[config.mk]
export PLATFORM = sky130hd
export DESIGN_NAME = exp4_unidade_controle
export DESIGN_NICKNAME = d
export VERILOG_FILES = /design/src/rtl/exp4_unidade_controle_pkg.sv /design/src/rtl/exp4_unidade_controle_edge_detector.sv /design/src/rtl/exp4_unidade_controle.sv
export SDC_FILE = /design/constraint.sdc
export NUM_CORES = 1
export LEC_CHECK = 0
export BUFFER_PORTS_ARGS = -buffer_cell sky130_fd_sc_hd__buf_2
export CORE_UTILIZATION = 55
export CTS_BUF_LIST = sky130_fd_sc_hd__clkbuf_8
export DETAILED_ROUTE_END_ITERATION = 6
export GPL_ROUTABILITY_DRIVEN = 0
export PLACE_DENSITY = 0.78
export SKIP_CTS_REPAIR_TIMING = 1
export SLEW_MARGIN = 20
export SYNTH_ARGS = -nofsm -noshare
export SYNTH_HDL_FRONTEND = slang
export SYNTH_SLANG_ARGS = --single-unit
[constraint.sdc]
create_clock -name clock -period 2 [get_ports clock]
set_clock_uncertainty 0.15 [all_clocks]
set_input_delay 0.3 -clock clock [delete_from_list [all_inputs] [get_ports clock]]
set_output_delay 0.3 -clock clock [all_outputs]
set_load 0.02 [all_outputs]
[src/rtl/exp4_unidade_controle_pkg.sv]
// Shared definitions for the memory-game control unit: state codes,
// the state enum, and the Moore output bundle with its decoder.
package exp4_unidade_controle_pkg;

    // The debug port shows these raw codes. Benches and top levels decode db_estado with them.
    localparam logic [3:0] EST_INICIAL     = 4'h0;
    localparam logic [3:0] EST_PREPARA     = 4'h1;
    localparam logic [3:0] EST_ESPERA      = 4'h2;
    localparam logic [3:0] EST_REGISTRA    = 4'h4;
    localparam logic [3:0] EST_COMPARA     = 4'h5;
    localparam logic [3:0] EST_PROXIMO     = 4'h6;
    localparam logic [3:0] EST_FIM_ACERTO  = 4'hA;
    localparam logic [3:0] EST_FIM_TIMEOUT = 4'hD;
    localparam logic [3:0] EST_FIM_ERRO    = 4'hE;

    typedef enum logic [3:0] {
        INICIAL     = EST_INICIAL,
        PREPARA     = EST_PREPARA,
        ESPERA      = EST_ESPERA,
        REGISTRA    = EST_REGISTRA,
        COMPARA     = EST_COMPARA,
        PROXIMO     = EST_PROXIMO,
        FIM_ACERTO  = EST_FIM_ACERTO,
        FIM_TIMEOUT = EST_FIM_TIMEOUT,
        FIM_ERRO    = EST_FIM_ERRO
    } estado_t;

    typedef struct packed {
        logic zera_c;
        logic conta_c;
        logic zera_r;
        logic registra_r;
        logic pronto;
        logic acertou;
        logic errou;
        logic timeout;
    } saidas_t;

    function automatic saidas_t decode_saidas(input estado_t estado);
        saidas_t s;
        s = '0;
        case (estado)
            PREPARA: begin
                s.zera_c = 1'b1;
                s.zera_r = 1'b1;
            end
            REGISTRA:   s.registra_r = 1'b1;
            PROXIMO:    s.conta_c    = 1'b1;
            FIM_ACERTO: begin
                s.pronto  = 1'b1;
                s.acertou = 1'b1;
            end
            FIM_ERRO: begin
                s.pronto = 1'b1;
                s.errou  = 1'b1;
            end
            FIM_TIMEOUT: begin
                s.pronto  = 1'b1;
                s.errou   = 1'b1;
                s.timeout = 1'b1;
            end
            default: s = '0;
        endcase
        return s;
    endfunction

endpackage

[src/rtl/exp4_unidade_controle_edge_detector.sv]
// Two-flop synchronizer followed by a rising-edge detector. A held input
// gives one pulse; the input must fall before another pulse can occur.
module edge_detector (
    input  logic clock,
    input  logic reset,
    input  logic sinal_i,
    output logic pulso_o
);

    logic sync1_q;
    logic sync2_q;
    logic prev_q;

    always_ff @(posedge clock or negedge reset) begin
        if (!reset) begin
            sync1_q <= 1'b0;
            sync2_q <= 1'b0;
            prev_q  <= 1'b0;
        end else begin
            sync1_q <= sinal_i;
            sync2_q <= sync1_q;
            prev_q  <= sync2_q;
        end
    end

    assign pulso_o = sync2_q & ~prev_q;

endmodule

[src/rtl/exp4_unidade_controle.sv]
// Moore control FSM for the memory game. For each ROM address it waits for a move,
// latches it, and compares it. It then advances or ends the round (hit, miss, or timeout).
module exp4_unidade_controle
    import exp4_unidade_controle_pkg::*;
#(
    parameter int unsigned TIMEOUT_CYCLES = 5000,
    parameter int unsigned TW             = 13
) (
    input  logic       clock,
    input  logic       reset,
    input  logic       iniciar,
    input  logic [3:0] chaves,
    input  logic       chavesIgualMemoria,
    input  logic       fimC,
    output logic       zeraC,
    output logic       contaC,
    output logic       zeraR,
    output logic       registraR,
    output logic       pronto,
    output logic       acertou,
    output logic       errou,
    output logic       timeout,
    output logic [3:0] db_estado
);

    localparam bit          TMO_EN  = (TIMEOUT_CYCLES != 0);
    localparam int unsigned LIM_INT = TMO_EN ? TIMEOUT_CYCLES - 1 : 0;
    localparam logic [TW-1:0] TMO_LIM = TW'(LIM_INT);

    estado_t       estado_q, estado_d;
    saidas_t       saidas_q;
    logic [TW-1:0] tmo_cnt_q, tmo_cnt_d;
    logic          jogada;
    logic          jogada_p;
    logic          tmo_hit;

    assign jogada = |chaves;

    edge_detector u_edge (
        .clock   (clock),
        .reset   (reset),
        .sinal_i (jogada),
        .pulso_o (jogada_p)
    );

    // The count is zero on the first ESPERA cycle, so the hit comes after TIMEOUT_CYCLES cycles.
    assign tmo_hit = TMO_EN && (tmo_cnt_q == TMO_LIM);

    always_comb begin
        tmo_cnt_d = '0;
        if (estado_q == ESPERA) begin
            if (TMO_EN && (tmo_cnt_q != TMO_LIM)) begin
                tmo_cnt_d = tmo_cnt_q + TW'(1);
            end else begin
                tmo_cnt_d = tmo_cnt_q;
            end
        end
    end

    always_ff @(posedge clock or negedge reset) begin
        if (!reset) begin
            tmo_cnt_q <= '0;
        end else begin
            tmo_cnt_q <= tmo_cnt_d;
        end
    end

    always_comb begin
        estado_d = estado_q;
        case (estado_q)
            INICIAL:  if (iniciar) estado_d = PREPARA;
            PREPARA:  estado_d = ESPERA;
            ESPERA: begin
                // A move that lands on the timeout cycle still counts.
                if (jogada_p) begin
                    estado_d = REGISTRA;
                end else if (tmo_hit) begin
                    estado_d = FIM_TIMEOUT;
                end
            end
            REGISTRA: estado_d = COMPARA;
            COMPARA: begin
                if (!chavesIgualMemoria) begin
                    estado_d = FIM_ERRO;
                end else if (fimC) begin
                    estado_d = FIM_ACERTO;
                end else begin
                    estado_d = PROXIMO;
                end
            end
            PROXIMO:  estado_d = ESPERA;
            FIM_ACERTO, FIM_ERRO, FIM_TIMEOUT: begin
                if (iniciar) estado_d = PREPARA;
            end
            default:  estado_d = INICIAL;
        endcase
    end

    // Outputs are registered from the next state, so they always equal decode(estado_q).
    always_ff @(posedge clock or negedge reset) begin
        if (!reset) begin
            estado_q <= INICIAL;
            saidas_q <= '0;
        end else begin
            estado_q <= estado_d;
            saidas_q <= decode_saidas(estado_d);
        end
    end

    assign zeraC     = saidas_q.zera_c;
    assign contaC    = saidas_q.conta_c;
    assign zeraR     = saidas_q.zera_r;
    assign registraR = saidas_q.registra_r;
    assign pronto    = saidas_q.pronto;
    assign acertou   = saidas_q.acertou;
    assign errou     = saidas_q.errou;
    assign timeout   = saidas_q.timeout;
    assign db_estado = estado_q;

endmodule

==> flow_summary.rst <==
.. list-table::
   :header-rows: 1

   * - Metric
     - Value
   * - Run status
     - complete, no violations
   * - Chip Height
     - 50.5 um
   * - Flip-flop cell with the highest count after synthesis
     - dfrtp_1
   * - Antenna Violating Nets Remaining
     - 0
   * - Clock slew at reported path FFs
     - 0.09 ns
   * - Routed wire per std cell
     - 13.5 um
   * - Share of the synthesized area in the top cell type
     - 52.3%
   * - Cell at the root of the clock tree
     - clkbuf_8
   * - Syn nets
     - 133
   * - Drt via density
     - 5.54
   * - Critical Path Start
     - tmo_cnt_q[1]
   * - Cell family with the largest share of critical-path delay
     - simple AND/OR/NAND/NOR gates
   * - Total CTS buffers
     - 3
   * - Worst path buffer plus inverter count
     - 0
   * - Area growth from synthesis to layout
     - 16.6%
   * - Area of the core
     - 2210 um^2
   * - TritonCTS clock tree
     - yes
   * - Starting density of the core
     - 58.4%
   * - Global-route total usage across every layer
     - 21.7%
   * - Ports placed on the boundary
     - 21
   * - Number of DRC violations after detailed routing
     - 0
   * - Max-capacitance violation count
     - 0
   * - Final HPWL DP
     - 1690 um
   * - Multiplexer share of the synthesized area
     - 1.55%
   * - Worst setup path class
     - reg2reg
   * - Leakage power of the design
     - 0.694 nW
   * - Slew Viols, Final
     - 0
   * - Multi-input combinational cell area
     - 568 um^2
   * - Fmax achieved
     - 0.530 GHz
   * - Crit path capture type
     - flip-flop
   * - Levels on crit path
     - 5
   * - Startpoint Class
     - flip-flop
   * - Biggest area contributors in the synthesized netlist
     - dfrtp_1 (52%), nor2_1 (4.6%), xnor2_1 (4.1%), nand2b_1 (2.4%), a21oi_1 (2.3%)
   * - Clock sinks
     - 27
   * - Post-Synth Adder-Cell Area
     - 0.968%
   * - Maximum fanout along the worst path
     - 6
   * - Placement row count
     - 17
   * - Sequential share of the synthesized area
     - 52.3%
   * - Setup repair after global routing missed its margin
     - no
   * - YS warnings
     - 0
   * - First DRT Iteration DRCs
     - 19
   * - Total wire length after detailed routing
     - 2390 um
   * - Initial antenna violation count
     - 0
   * - Critical path data required time
     - 2.06 ns
   * - Total standard cell area after synthesis
     - 1290 um^2
   * - IR Drop Worst-Case VDD
     - 0.827 mV
   * - Most common library cells after synthesis
     - dfrtp_1 (27), nor2_1 (16), inv_1 (7)
   * - Tightest Hold Check Type
     - in2reg
   * - Most common cell in the netlist
     - dfrtp_1
   * - Maximum level of the CTS H-tree
     - 1
   * - Fraction of the mapped netlist area in compound gates
     - 10.8%
   * - Beginning of the worst hold path
     - chaves[2]
   * - Final number of setup-violating endpoints
     - 0
   * - Xor-xnor portion of the synthesized cell area
     - 4.07%
   * - Async S/R FF share, synth
     - 100%
   * - Via count of the first global-routing pass
     - 898
   * - Global-route wire length before repair
     - 4020 um
   * - Worst-case hold slack
     - 0.0686 ns
   * - Mapped Cells
     - 123
   * - Largest family of logic cells by synthesized area
     - simple AND/OR/NAND/NOR gates
   * - Fill cells
     - 174
   * - Largest buffer count on any clock path
     - 2
   * - Pwr/cell area
     - 1070 nW/um^2
   * - Count of flip-flops with a built-in enable after synthesis
     - 0
   * - Register area
     - 676 um^2
   * - Vias after detailed routing
     - 980
   * - Antenna fix cells
     - 0
   * - Layout cells sized above 1
     - 25.5%
   * - Number of hold violations in the final report
     - 0
   * - Cell breakdown of the critical path
     - ha_1 -> and4_1 -> and3_2 -> a211oi_4 -> and3_1
   * - GR Overflow Total
     - 0
   * - Max incr delay on CP
     - 0.41 ns
   * - Source-to-sink clock delay at the later pin of the worst-skew pair
     - 0.26 ns
   * - Register-to-Register Path Depth
     - 5
   * - Mean Syn Cell Area
     - 10.5 um^2
   * - Yosys top cell by area
     - dfrtp_1
   * - Slew Limit Headroom
     - 61.3%
   * - Slowest cell on crit path
     - dfrtp_1
   * - Quantity of I/O buffers inserted on ports
     - 20
   * - Flip-flop and latch count after synthesis
     - 27
   * - Pin count of the biggest net entering global routing
     - 28
   * - Worst slew pin tran
     - 0.580 ns
   * - Final critical-path share of the clock period
     - 94.4%
   * - Total negative slack
     - 0 ns
   * - Source of the worst register-to-register timing path
     - tmo_cnt_q[1]
   * - Simple-gate area share of the yosys netlist
     - 25.0%
   * - Pre-Repair DR Iteration Count
     - 4
   * - Layout net count
     - 160
   * - Arrival time of the worst setup path
     - 1.94 ns
   * - Clock period minus worst slack
     - 1.89 ns
   * - Hold depth
     - 2
   * - Die Span X
     - 50.5 um
   * - Die area
     - 2550 um^2
   * - Number of distinct library cells after synthesis
     - 37
-- flip-flops by register name (all words and copies together), names as in the netlist --
register	flops
contaC	1
u_edge.prev_q	1
db_estado	4
u_edge.sync2_q	1
timeout	1
errou	1
u_edge.sync1_q	1
pronto	1
tmo_cnt_q	13
acertou	1
zeraR	1
registraR	1
-- layout by cell type, fill, tap and decap left out, drive strengths merged, types with 3 or more instances in the layout --
master,n
clkbuf,3
dfrtp,27
nand3,6
a21oi,6
nand3b,4
inv,8
nand2b,5
buf,25
nor3,5
o21ai,3
nor2,16
or3,4
nand2,4
xnor2,6
-- power by group --
part	internal [mW]	switching [mW]	leakage [nW]	total, mW
logic	0.263	0.369	0.311	0.631
registers	0.619	0.0601	0.356	0.680
clock network	0.137	0.157	0.0269	0.294
-- cells by family (layout without fill, tap and decap cells) --
family	after synthesis	after routing
xor+xnor	6	6
simple gates	56	56
fa+ha+maj	1	1
flops	27	27
compound gates	19	19
mux	2	2
buf+inv	12	38
-- final cells by class --
class / instances / share of cell area (%)
clock buffers: 3 / 2.74
flip-flops and latches: 27 / 44.9
repair buffers: 26 / 9.80
well taps: 28 / 2.33
multi-input cells: 84 / 37.7
clock inverters: 1 / 0.249
inverters: 8 / 2.33
-- path summary, 6_finish.rpt --
| check | end | slack, ns |
|---|---|---|
| worst max register to register | contaC | 0.11 |
| min in group asynchronous | tmo_cnt_q[7] | 0.41 |
| worst min-delay path | u_edge.sync1_q | 0.07 |
| worst min register to register | u_edge.sync2_q | 0.21 |
| max in group asynchronous | tmo_cnt_q[4] | 0.91 |
| worst max-delay path | contaC | 0.11 |
-- routing by layer --
layer  track usage (%)  vias to the layer above  share of wire [%]
met2              31.1                       20                 44
met5                 0                        -                  0
met4              10.6                        0               0.67
li1                  -                      486                  -
met3              2.73                        2                2.4
met1              32.4                      472                 53
-- stage by stage --
step / setup slack [ns] / cells / instance area, um^2 / power, mW / util [%]
finish: 0.113 / 177 / 1510 / 1.61 / 68.1
global route: 0.0163 / 177 / 1510 / 1.70 / 68.1
floorplan: 0.110 / 123 / 1290 / 1.13 / -
detailed placement: 0.0745 / 170 / 1420 / 1.28 / 64.0
global placement: 0.171 / 170 / 1420 / 1.26 / 64.0
CTS: 0.0503 / 174 / 1460 / 1.57 / 66.1
No activity file was read; power rests on OpenSTA's default activity.
